### src/rtl/vram_access_arbiter_if.sv
// ---------------------------------------------------------------------------
// vram_access_arbiter_if
//   Bundles every requester handshake and every VRAM pin of the VRAM access
//   arbiter into one interface.
//
//   Requester side (driven by clients, read by the arbiter):
//     ppu_lock             PPU is in mode 3; CPU is locked out of VRAM
//     ppu_req / ppu_addr   PPU fetch request and address
//     dma_req / dma_addr   OAM DMA source read request and address
//     cpu_req / cpu_we / cpu_addr / cpu_wdata   CPU access
//   Arbiter responses:
//     ppu_grant, dma_grant  1-cycle pulse in the owner's address phase
//     ppu_rvld, dma_rvld    1-cycle pulse, rdata holds the read data
//     cpu_done              1-cycle pulse, CPU access complete
//     rdata                 registered read data shared by all requesters
//     busy                  arbiter is not idle
//   VRAM pins:
//     ma_out, md_out, md_oe, md_in, mcs, moe, mwr
//
//   Modports: slave = the arbiter, master = the client / pin side.
// ---------------------------------------------------------------------------
interface vram_access_arbiter_if #(
    parameter int ADDR_W = 13,
    parameter int DATA_W = 8
);
    logic              ppu_lock;
    logic              ppu_req;
    logic [ADDR_W-1:0] ppu_addr;
    logic              ppu_grant;
    logic              ppu_rvld;

    logic              dma_req;
    logic [ADDR_W-1:0] dma_addr;
    logic              dma_grant;
    logic              dma_rvld;

    logic              cpu_req;
    logic              cpu_we;
    logic [ADDR_W-1:0] cpu_addr;
    logic [DATA_W-1:0] cpu_wdata;
    logic              cpu_done;

    logic [DATA_W-1:0] rdata;
    logic              busy;

    logic [ADDR_W-1:0] ma_out;
    logic [DATA_W-1:0] md_out;
    logic              md_oe;
    logic [DATA_W-1:0] md_in;
    logic              mcs;
    logic              moe;
    logic              mwr;

    modport slave (
        input  ppu_lock, ppu_req, ppu_addr,
        input  dma_req, dma_addr,
        input  cpu_req, cpu_we, cpu_addr, cpu_wdata,
        input  md_in,
        output ppu_grant, ppu_rvld, dma_grant, dma_rvld, cpu_done,
        output rdata, busy,
        output ma_out, md_out, md_oe, mcs, moe, mwr
    );

    modport master (
        output ppu_lock, ppu_req, ppu_addr,
        output dma_req, dma_addr,
        output cpu_req, cpu_we, cpu_addr, cpu_wdata,
        output md_in,
        input  ppu_grant, ppu_rvld, dma_grant, dma_rvld, cpu_done,
        input  rdata, busy,
        input  ma_out, md_out, md_oe, mcs, moe, mwr
    );
endinterface

### src/rtl/vram_access_arbiter.sv
// ---------------------------------------------------------------------------
// vram_access_arbiter
//   Owns the VRAM bus and shares it between the PPU fetcher, the OAM DMA
//   engine and the CPU with fixed priority PPU > DMA > CPU. Each access is an
//   address phase, DATA_CYCLES data phases and a response cycle. While the
//   PPU holds ppu_lock the CPU never reaches the bus: reads answer 0xFF and
//   writes are dropped, both acknowledged with cpu_done.
//
//   Ports:
//     clk    rising-edge clock
//     reset  synchronous, active-high reset
//     bus    vram_access_arbiter_if.slave (requesters + VRAM pins)
//
//   Parameters:
//     ADDR_W       VRAM address width
//     DATA_W       VRAM data width
//     DATA_CYCLES  data-phase cycles per access (1..3)
// ---------------------------------------------------------------------------
module vram_access_arbiter #(
    parameter int ADDR_W      = 13,
    parameter int DATA_W      = 8,
    parameter int DATA_CYCLES = 1
) (
    input  logic                   clk,
    input  logic                   reset,
    vram_access_arbiter_if.slave   bus
);

    typedef enum logic [1:0] {S_IDLE, S_ADDR, S_DATA, S_RESP} state_t;
    typedef enum logic [1:0] {OWN_NONE, OWN_PPU, OWN_DMA, OWN_CPU} owner_t;

    localparam logic [1:0] CNT_LAST = 2'(DATA_CYCLES - 1);

    state_t            state_q, state_d;
    owner_t            owner_q, owner_d;
    logic              we_q, we_d;
    logic [1:0]        cnt_q, cnt_d;
    logic [ADDR_W-1:0] ma_q, ma_d;
    logic [DATA_W-1:0] md_q, md_d;
    logic [DATA_W-1:0] rdata_q, rdata_d;
    logic              lock_done_q, lock_done_d;

    owner_t pick;
    logic   arb_edge;
    logic   lock_hit;

    // Priority pick. A CPU request only competes for the bus when the PPU
    // does not hold the lock; a locked CPU request is answered separately.
    always_comb begin
        pick = OWN_NONE;
        if (bus.ppu_req) begin
            pick = OWN_PPU;
        end else if (bus.dma_req) begin
            pick = OWN_DMA;
        end else if (bus.cpu_req && !bus.ppu_lock) begin
            pick = OWN_CPU;
        end
    end

    assign arb_edge = (state_q == S_IDLE) || (state_q == S_RESP);

    // Locked-out answers are only issued from IDLE so cpu_done never shares
    // a cycle with another owner's completion. From RESP the arbiter falls
    // back to IDLE and answers one cycle later.
    assign lock_hit = (state_q == S_IDLE) && (pick == OWN_NONE) &&
                      bus.cpu_req && bus.ppu_lock;

    // State register
    always_ff @(posedge clk) begin
        if (reset) begin
            state_q     <= S_IDLE;
            owner_q     <= OWN_NONE;
            we_q        <= 1'b0;
            cnt_q       <= 2'd0;
            ma_q        <= '0;
            md_q        <= '0;
            rdata_q     <= '1;
            lock_done_q <= 1'b0;
        end else begin
            state_q     <= state_d;
            owner_q     <= owner_d;
            we_q        <= we_d;
            cnt_q       <= cnt_d;
            ma_q        <= ma_d;
            md_q        <= md_d;
            rdata_q     <= rdata_d;
            lock_done_q <= lock_done_d;
        end
    end

    // Next-state and datapath loads
    always_comb begin
        state_d     = state_q;
        owner_d     = owner_q;
        we_d        = we_q;
        cnt_d       = cnt_q;
        ma_d        = ma_q;
        md_d        = md_q;
        rdata_d     = rdata_q;
        lock_done_d = lock_hit;

        case (state_q)
            S_IDLE, S_RESP: begin
                if (pick != OWN_NONE) begin
                    state_d = S_ADDR;
                    owner_d = pick;
                    case (pick)
                        OWN_PPU: begin
                            ma_d = bus.ppu_addr;
                            we_d = 1'b0;
                        end
                        OWN_DMA: begin
                            ma_d = bus.dma_addr;
                            we_d = 1'b0;
                        end
                        default: begin
                            ma_d = bus.cpu_addr;
                            we_d = bus.cpu_we;
                            // md_out keeps its old value across reads
                            if (bus.cpu_we) begin
                                md_d = bus.cpu_wdata;
                            end
                        end
                    endcase
                end else begin
                    state_d = S_IDLE;
                end
            end
            S_ADDR: begin
                state_d = S_DATA;
                cnt_d   = 2'd0;
            end
            S_DATA: begin
                if (cnt_q == CNT_LAST) begin
                    state_d = S_RESP;
                    if (!we_q) begin
                        rdata_d = bus.md_in;
                    end
                end else begin
                    cnt_d = cnt_q + 2'd1;
                end
            end
            default: state_d = S_IDLE;
        endcase

        if (lock_hit && !bus.cpu_we) begin
            rdata_d = '1;
        end
    end

    // Output decode
    logic mcs, moe, mwr, md_oe;
    logic ppu_grant, dma_grant, ppu_rvld, dma_rvld, cpu_done, busy;

    always_comb begin
        mcs       = (state_q == S_ADDR) || (state_q == S_DATA);
        moe       = mcs && !we_q;
        md_oe     = mcs && we_q;
        mwr       = (state_q == S_DATA) && we_q;
        ppu_grant = (state_q == S_ADDR) && (owner_q == OWN_PPU);
        dma_grant = (state_q == S_ADDR) && (owner_q == OWN_DMA);
        ppu_rvld  = (state_q == S_RESP) && (owner_q == OWN_PPU);
        dma_rvld  = (state_q == S_RESP) && (owner_q == OWN_DMA);
        cpu_done  = ((state_q == S_RESP) && (owner_q == OWN_CPU)) || lock_done_q;
        busy      = (state_q != S_IDLE);
    end

    assign bus.mcs       = mcs;
    assign bus.moe       = moe;
    assign bus.md_oe     = md_oe;
    assign bus.mwr       = mwr;
    assign bus.ppu_grant = ppu_grant;
    assign bus.dma_grant = dma_grant;
    assign bus.ppu_rvld  = ppu_rvld;
    assign bus.dma_rvld  = dma_rvld;
    assign bus.cpu_done  = cpu_done;
    assign bus.busy      = busy;
    assign bus.ma_out    = ma_q;
    assign bus.md_out    = md_q;
    assign bus.rdata     = rdata_q;

endmodule
### src/flat_wrapper.sv
// flat-port wrapper written by rule: the top's interface ports become plain ports
module vram_access_arbiter_flat 
#(
    parameter int ADDR_W      = 13,
    parameter int DATA_W      = 8,
    parameter int DATA_CYCLES = 1
)
  (clk, reset, bus_ppu_lock, bus_ppu_req, bus_ppu_addr, bus_dma_req, bus_dma_addr, bus_cpu_req, bus_cpu_we, bus_cpu_addr, bus_cpu_wdata, bus_md_in, bus_ppu_grant, bus_ppu_rvld, bus_dma_grant, bus_dma_rvld, bus_cpu_done, bus_rdata, bus_busy, bus_ma_out, bus_md_out, bus_md_oe, bus_mcs, bus_moe, bus_mwr);
  vram_access_arbiter_if #(.ADDR_W(ADDR_W), .DATA_W(DATA_W)) bus_i ();
  input  logic clk;
  input  logic reset;
  input wire logic [$bits(bus_i.ppu_lock)-1:0] bus_ppu_lock;
  input wire logic [$bits(bus_i.ppu_req)-1:0] bus_ppu_req;
  input wire logic [$bits(bus_i.ppu_addr)-1:0] bus_ppu_addr;
  input wire logic [$bits(bus_i.dma_req)-1:0] bus_dma_req;
  input wire logic [$bits(bus_i.dma_addr)-1:0] bus_dma_addr;
  input wire logic [$bits(bus_i.cpu_req)-1:0] bus_cpu_req;
  input wire logic [$bits(bus_i.cpu_we)-1:0] bus_cpu_we;
  input wire logic [$bits(bus_i.cpu_addr)-1:0] bus_cpu_addr;
  input wire logic [$bits(bus_i.cpu_wdata)-1:0] bus_cpu_wdata;
  input wire logic [$bits(bus_i.md_in)-1:0] bus_md_in;
  output wire logic [$bits(bus_i.ppu_grant)-1:0] bus_ppu_grant;
  output wire logic [$bits(bus_i.ppu_rvld)-1:0] bus_ppu_rvld;
  output wire logic [$bits(bus_i.dma_grant)-1:0] bus_dma_grant;
  output wire logic [$bits(bus_i.dma_rvld)-1:0] bus_dma_rvld;
  output wire logic [$bits(bus_i.cpu_done)-1:0] bus_cpu_done;
  output wire logic [$bits(bus_i.rdata)-1:0] bus_rdata;
  output wire logic [$bits(bus_i.busy)-1:0] bus_busy;
  output wire logic [$bits(bus_i.ma_out)-1:0] bus_ma_out;
  output wire logic [$bits(bus_i.md_out)-1:0] bus_md_out;
  output wire logic [$bits(bus_i.md_oe)-1:0] bus_md_oe;
  output wire logic [$bits(bus_i.mcs)-1:0] bus_mcs;
  output wire logic [$bits(bus_i.moe)-1:0] bus_moe;
  output wire logic [$bits(bus_i.mwr)-1:0] bus_mwr;
  assign bus_i.ppu_lock = bus_ppu_lock;
  assign bus_i.ppu_req = bus_ppu_req;
  assign bus_i.ppu_addr = bus_ppu_addr;
  assign bus_i.dma_req = bus_dma_req;
  assign bus_i.dma_addr = bus_dma_addr;
  assign bus_i.cpu_req = bus_cpu_req;
  assign bus_i.cpu_we = bus_cpu_we;
  assign bus_i.cpu_addr = bus_cpu_addr;
  assign bus_i.cpu_wdata = bus_cpu_wdata;
  assign bus_i.md_in = bus_md_in;
  assign bus_ppu_grant = bus_i.ppu_grant;
  assign bus_ppu_rvld = bus_i.ppu_rvld;
  assign bus_dma_grant = bus_i.dma_grant;
  assign bus_dma_rvld = bus_i.dma_rvld;
  assign bus_cpu_done = bus_i.cpu_done;
  assign bus_rdata = bus_i.rdata;
  assign bus_busy = bus_i.busy;
  assign bus_ma_out = bus_i.ma_out;
  assign bus_md_out = bus_i.md_out;
  assign bus_md_oe = bus_i.md_oe;
  assign bus_mcs = bus_i.mcs;
  assign bus_moe = bus_i.moe;
  assign bus_mwr = bus_i.mwr;
  vram_access_arbiter #(.ADDR_W(ADDR_W), .DATA_W(DATA_W), .DATA_CYCLES(DATA_CYCLES)) u_core (.clk(clk), .reset(reset), .bus(bus_i));
endmodule
### config.mk
export PLATFORM = sky130hd
export DESIGN_NAME = vram_access_arbiter_flat
export DESIGN_NICKNAME = d
export VERILOG_FILES = /design/src/rtl/vram_access_arbiter_if.sv /design/src/rtl/vram_access_arbiter.sv /design/src/flat_wrapper.sv
export SDC_FILE = /design/constraint.sdc
export NUM_CORES = 1
export LEC_CHECK = 0
export CORE_ASPECT_RATIO = 0.8
export CORE_MARGIN = 1
export CORE_UTILIZATION = 39
export CTS_CLUSTER_DIAMETER = 30
export CTS_CLUSTER_SIZE = 12
export DETAILED_ROUTE_END_ITERATION = 8
export PLACE_DENSITY_LB_ADDON = 0.2
export SLEW_MARGIN = 20
export SYNTH_ARGS = -nofsm -noshare
export SYNTH_HDL_FRONTEND = slang
export SYNTH_SLANG_ARGS = --single-unit
### constraint.sdc
create_clock -name clk -period 1.8 [get_ports clk]
set_input_delay 0.27 -clock clk [delete_from_list [all_inputs] [get_ports clk]]
set_output_delay 0.27 -clock clk [all_outputs]
set_load 0.005 [all_outputs]
==> results of run 1 <==
layer usage:
metal  track usage [%]  vias to the layer above  share of wire [%]  routed length [um]
li1                  -                      926                  -                   -
met1              30.9                      867                 46                2550
met2              37.3                       60                 46                2570
met3              5.80                       13                6.2                 348
met4              9.72                        0                2.3                 128
met5                 0                        -                  0                   0
worst paths after layout:
kind	cells after the start	end
worst max-delay path	4	bus_cpu_done
worst min-delay path	2	u_core.bus.md_out[3]
worst max register to register	7	u_core.bus.md_out[7]
worst min register to register	2	u_core.bus.md_out[3]
flip-flops by register name (all words and copies together), names as in the netlist:
signal / cells
u_core.bus.ma_out: 13
u_core.lock_done_q: 1
u_core.owner_q: 2
u_core.state_q: 2
u_core.bus.md_out: 8
u_core.cnt_q: 2
u_core.bus.rdata: 8
u_core.we_q: 1
report_power, final:
| group | switching, W | total [W] | internal, W |
|---|---|---|---|
| logic | 0.000714 | 0.00166 | 0.000950 |
| clock network | 0.000317 | 0.000875 | 0.000558 |
| registers | 0.000123 | 0.00115 | 0.00103 |
| total | 0.00115 | 0.00369 | 0.00253 |
worst min-delay path, cell delays in order (launching register included):
cell and delay (ns):
dfxtp_1 0.32, nand2_1 0.05, mux2i_1 0.05
cells by family after synthesis:
family,synth area share [%]
AO/OA/AOI/OAI,10.3
flip-flops,40.5
adder cells (fa/ha/maj),3.42
buffers and inverters,5.41
AND/OR/NAND/NOR,20.3
multiplexers,20.1
area by class of cell:
type / instances / area, sq um
clock buffers: 5 / 68.8
well taps: 57 / 71.3
clock inverters: 3 / 68.8
multi-input cells: 146 / 1020
inverters: 8 / 30.0
repair buffers: 118 / 1150
flip-flops and latches: 37 / 743
fillers: 363 / 1180
stage by stage:
step / instances / area (sq um) / hold WS (ns) / util, %
final: 374 / 3160 / 0.466 / 72.8
after CTS: 374 / 3150 / 0.465 / 72.6
after global routing: 374 / 3160 / 0.488 / 72.8
after global placement: 364 / 2980 / 0.440 / 68.7
after detailed placement: 364 / 2980 / 0.447 / 68.7
after floorplan: 203 / 1830 / 0.339 / -
cells in the final DEF, fill, tap and decap left out, types with 2 or more instances in the layout:
cell type and n:
a21oi_1 3, and2_1 2, and3_1 2, buf_12 2, buf_4 16, bufinv_16 2
clkbuf_8 5, clkdlybuf4s50_1 91, dfxtp_1 35, dfxtp_2 2, dlygate4sd2_1 8, ha_1 2
ha_2 2, inv_1 4, inv_2 3, mux2_2 13, mux2i_1 22, nand2_1 48
nand2b_1 4, nand3_1 11, nand3b_1 2, nor2_1 4, nor3b_2 2, o21a_1 2
o22ai_1 13
timing repair:
item,in CTS,in global routing
setup endpoints to repair,9,10
hold buffers,0,0
setup buffers,2,0
gates resized for setup,18,4
pin swaps,1,0
==> impl_results.md, run 1 <==
- Outcome: complete, no violations
- Cells after Synth: between 200 and 250
- Max Fclk: approximately 0.58 GHz
- Initial Utilization: a little over two fifths
- Crit path max-delay family: buffers and inverters
- VDD IR-drop max: approximately 0.60 mV
- PortBufs: 100
- Clock tree buffer depth: 2
- Final hold viol count: 0
- Critical setup path kind: register to output pin
- Ys async rst share: 0%
- Worst slack at placement: between 0.02 and 0.03 ns
- Final #Nets: ~380
- Critical Path AT: 1.45 ns
- Antenna violations before repair: 0
- Seq/Total Area, Yosys: between 40% and 50%
- Maximum number of pins on one net before global-route repair: 20
- Max FO, Critical Path: 3
- Final WL: about 5600 um
- Synth top cells by count: nand2_1, dfxtp_1, mux2i_1
- Post-synth top area share: roughly 40%
- Post-synth top area cell: dfxtp_1
- DRC viols: 0
- Iter 0 DRT Violations: 95
- Clock skew: 0.00342 ns
- Period utilization: a little over nine tenths
- CP peak stage delay: roughly 0.33 ns
- Share of post-route cells with drive strength above 1: 17.4%
- Worst reg2reg setup slack: 0.17 ns
- Final slew viol count: 0
- Unique masters post-synth: 33
- FP Rows: 21
- CTS clock-pin slew for the worst setup and hold paths: 0.08 ns
- Mapped cell area: approximately 1800 sq um
- Least-Margin Pin Slew: 0.318 ns
- HPWL after DPL: 4050 um
- Clock Tree Root: clkbuf_8
- Synth Area per Inst: between 9 and 10 sq um
- Total track usage: 23.7%
- Vias: approximately 1900
- Worst setup EP type: output pin
- Worst EP required: about 1.5 ns
- Crit path launch type: register
- Reg2reg start: u_core.state_q[1]
- CTS tree: built
- First-pass iteration count of the detailed router: 4
- Slowest cell on crit path: dfxtp_2
- Cts bufs inserted: 5
- Synth area leaders: dfxtp_1, mux2i_1, nand2_1
- Sum of negative setup slack: 0 ns
- Crit path setup slack, layout: roughly 0.084 ns
- First-pass GRT wire length: roughly 9000 um
- Max cap viols: 0
- Final ANT Viol Nets: 0
- Count leader, synth: nand2_1
- Rel. slew slack: 78.7%
- Core box area: 4340 sq um
- Critical path launch point: u_core.state_q[0]
- Grt total ovfl: 0
- PD cells: ~1200 nW/um^2
- Clk_lat worst skew: between 0.2 and 0.3 ns
- I/O pin count: 101
- Minimum clock period: 1.72 ns
- Dominant synthesized flop cell: dfxtp_1
- Avg WL per Cell: 15.0 um
- Htree depth: 2
- Die area: 4970 sq um
- CP Cell Sequence: buf_4 > ha_2 > a31o_2 > dlygate4sd2_1
- Unrepaired setup endpoints after global routing: false
- Leak pwr: around 1.3 nW
- Syn-to-layout area delta: 72.8%
- Post-synth EDFFs: 0
- Number of global-route vias before repair: 1866
- Hold WC Path Type: register to register
- Antenna diodes: 0
- Tot Pwr: around 0.0037 W
- Seq cells post-synth: 37
- Die width: between 70 and 80 um
- Hold path start: u_core.bus.md_out[3]
- Final setup viols: 0
- Critical path buffer and inverter count: 2
- Net count after synthesis: between 200 and 300
- Synth warn: 0
- DIE HEIGHT: about 63 um
- Vias per inst: roughly 5
- GPL Wtd Cong: around 0.79
- CTS sink count: 37
Note: power is estimated with default switching activity, not from simulation.
==> run 2, diff against run 1 <==
--- a/config.mk
+++ b/config.mk
@@ -5,9 +5,10 @@
 export SDC_FILE = /design/constraint.sdc
 export NUM_CORES = 1
 export LEC_CHECK = 0
+export ABC_AREA = 1
 export CORE_ASPECT_RATIO = 0.8
 export CORE_MARGIN = 1
-export CORE_UTILIZATION = 39
+export CORE_UTILIZATION = 40
 export CTS_CLUSTER_DIAMETER = 30
 export CTS_CLUSTER_SIZE = 12
 export DETAILED_ROUTE_END_ITERATION = 8
==> constraint.sdc (replaced) <==
create_clock -name clk -period 1.9 [get_ports clk]
set_input_delay 0.285 -clock clk [delete_from_list [all_inputs] [get_ports clk]]
set_output_delay 0.285 -clock clk [all_outputs]
set_load 0.005 [all_outputs]
==> impl_results.md, run 2 <==
- Die area: roughly 5300 sq um
- Max FO, Critical Path: 5
- Comb power frac: roughly half
- Synth area leaders: dfxtp_1, nand2_1, nand3_1
- Post-synth top area share: a little under two fifths
- Max Fclk: approximately 0.53 GHz
- Share of post-route cells with drive strength above 1: approximately 7.3%
- Clock skew: 0.00964 ns
- Post-synth EDFFs: 0
- Synth warn: 0
- Synth top cells by count: nand2_1, inv_1, nand3_1
- CTS tree: built
- Unrepaired setup endpoints after global routing: true
- Initial Utilization: between 40 and 50%
- Cts bufs inserted: 5
- Final setup viols: 0
- Final core utilization: 69.5%
- Most frequent cells in the layout: clkdlybuf4s50_1, nand2_1, inv_1
- Seq cells post-synth: 37
- Least-Margin Pin Slew: approximately 0.53 ns
- Vias: about 2300
- Final WL: ~5800 um
- Outcome: complete, no violations
- Iter 0 DRT Violations: ~120
- Seq pwr share: between 30% and 40%
- Crit path setup slack, layout: roughly 0.0054 ns
- PortBufs: 100
- Worst R2R End: u_core.state_q[1]
- Synth Area per Inst: ~6.2 sq um
- Dominant synthesized flop cell: dfxtp_1
- Clk_lat worst skew: slightly below 0.3 ns
- R2R depth: 7
- Cells after Synth: 319
- Sw Ratio: between 30 and 40%
- Mapped cell area: approximately 2000 sq um
- Worst reg2reg setup slack: slightly above 0.4 ns
- CTS clock-pin slew for the worst setup and hold paths: about 0.060 ns
- Rel. slew slack: 64.4%
- Post-CTS setup repair buffer count: 0
- Design Area, Final: around 3300 sq um
- Net count after synthesis: 386
- Grt total ovfl: 0
- Worst slack at placement: roughly 0.20 ns
- DRC viols: 0
- Seq/Total Area, Yosys: a little under two fifths
- Worst hold path cell count: 1
- Worst EP required: 1.62 ns
- HPWL after DPL: between 4000 and 5000 um
- Hold-fix buffers, CTS: 0
- Post-synth top area cell: dfxtp_1
- Antenna diodes: 0
- Crit path launch type: register
- VDD IR-drop max: roughly 0.71 mV
- Reg2reg start: u_core.cnt_q[0]
- Critical setup path kind: register to output pin
- DP Area: 3110 sq um
- Largest register FFs: 13
- Number of global-route vias before repair: about 2200
- Syn-to-layout area delta: 63.2%
- Pint: 0.00236 W
- Unique masters post-synth: 20
- Clock power share: 19.7%
- I/O pin count: roughly 100
- NetSw: around 0.0012 W
- Final #Nets: 491
- Hold path start: u_core.cnt_q[0]
- Hold WC Path Type: register to register
- PD cells: ~1100 nW/um^2
- Total track usage: between 20% and 30%
- Ys async rst share: 0%
- Leak pwr: 1.57 nW
- Final slew viol count: 0
- Worst setup EP type: output pin
- Clock Tree Root: clkbuf_8
- Final hold viol count: 0
- DIE HEIGHT: between 60 and 70 um
- Most common cell after layout, fill and taps aside: clkdlybuf4s50_1
- Maximum number of pins on one net before global-route repair: 30
- Critical Path AT: between 1.5 and 2 ns
- First-pass iteration count of the detailed router: 4
- CTS sink count: 37
- Core box area: 4680 sq um
- Min-Delay Endpoint: u_core.cnt_q[0]
- Final ANT Viol Nets: 0
- Fill count: 420
- Vias per inst: 4.65
- GRT busiest layer: met2
- Met3 Resource Use GR: under 10%
- Max cap viols: 0
- Period utilization: 99.7%
- Minimum clock period: about 1.9 ns
- Avg WL per Cell: approximately 12 um
- Die width: slightly above 80 um
- FP Rows: 22
- Met1 Use GR: slightly below 30%
- Htree depth: 2
- Tot Pwr: ~0.0036 W
- Antenna violations before repair: 0
- GPL Wtd Cong: roughly 0.76
- Clock tree buffer depth: 2
- Count leader, synth: nand2_1
- First-pass GRT wire length: approximately 10000 um
- GR Util met2: between 40% and 50%
==> run 2: cell types whose count changed after synthesis, sizes merged, moves of 3 or more <==
cell and delta:
mux2i -22, nor3 +3, nand2 +44, o22ai -13, a21oi +4, inv +51, and3 -3, o21ai +3
nand2b -4, mux2 -13, nand3 +37, nor2 +37, nand4 +8
==> run 2: final cells by class <==
cell class / instances / area [sq um] / share of cell area (%)
Inverter: 58 / 218 / 6.70
Clock inverter: 1 / 30.0 / 0.924
Multi-Input combinational cell: 211 / 983 / 30.3
Tap cell: 60 / 75.1 / 2.31
Sequential cell: 37 / 743 / 22.9
Timing Repair Buffer: 111 / 1110 / 34.3
Clock buffer: 7 / 86.3 / 2.66
==> run 2: worst max-delay path by stage <==
stage	end	start	depth (start not counted)	slack [ns]
floorplan	u_core.bus.md_out[3]	u_core.state_q[0]	8	0.33
detailed placement	bus_moe	u_core.state_q[0]	5	0.20
CTS	bus_ppu_rvld	u_core.state_q[0]	4	0.001
global route	bus_mwr	u_core.state_q[0]	5	-0.03
finish	bus_mcs	u_core.state_q[0]	4	0.005
global placement	bus_moe	u_core.state_q[0]	5	0.23
==> run 2: repair_timing <==
item / in CTS / in global routing
resized for setup: 7 / 4
setup endpoints to repair: 5 / 7
cloned: 0 / 0
==> run 2: power by group through the flow <==
stage	sequential [W]	clock, W	combinational, W
global placement	0.00114	0	0.00168
finish	0.00115	0.000704	0.00173
detailed placement	0.00115	0	0.00171
floorplan	0.00115	0	0.000841
CTS	0.00114	0.000717	0.00174
global route	0.00118	0.000743	0.00195
==> run 2: critical path: stages, from the launching register on <==
cell and delay, ns:
dfxtp_2 0.37, inv_2 0.07, ha_4 0.27, buf_4 0.12
clkdlybuf4s50_1 0.50
==> run 2: kinds of logic (layout without fill, tap and decap cells) <==
family / Yosys count / in the layout / synth area share [%]
adders and majority gates: 5 / 5 / 3.14
and+or+nand+nor: 193 / 193 / 41.6
DFF: 37 / 37 / 37.2
buffers and inverters: 71 / 177 / 14.4
AOI/OAI and AO/OA: 13 / 13 / 3.58
==> run 2: routing by layer <==
metal	routed length, um	share of wire, %
met1	2520	44
met3	355	6.1
met4	119	2.1
met2	2800	48
met5	0	0
==> run 2: stage by stage <==
stage | setup TNS, ns | hold WS [ns] | std cells
after floorplan | 0 | 0.354 | 319
after global placement | 0 | 0.438 | 477
after detailed placement | 0 | 0.451 | 477
after CTS | 0 | 0.463 | 485
after global routing | -0.0991 | 0.477 | 485
final | 0 | 0.459 | 485
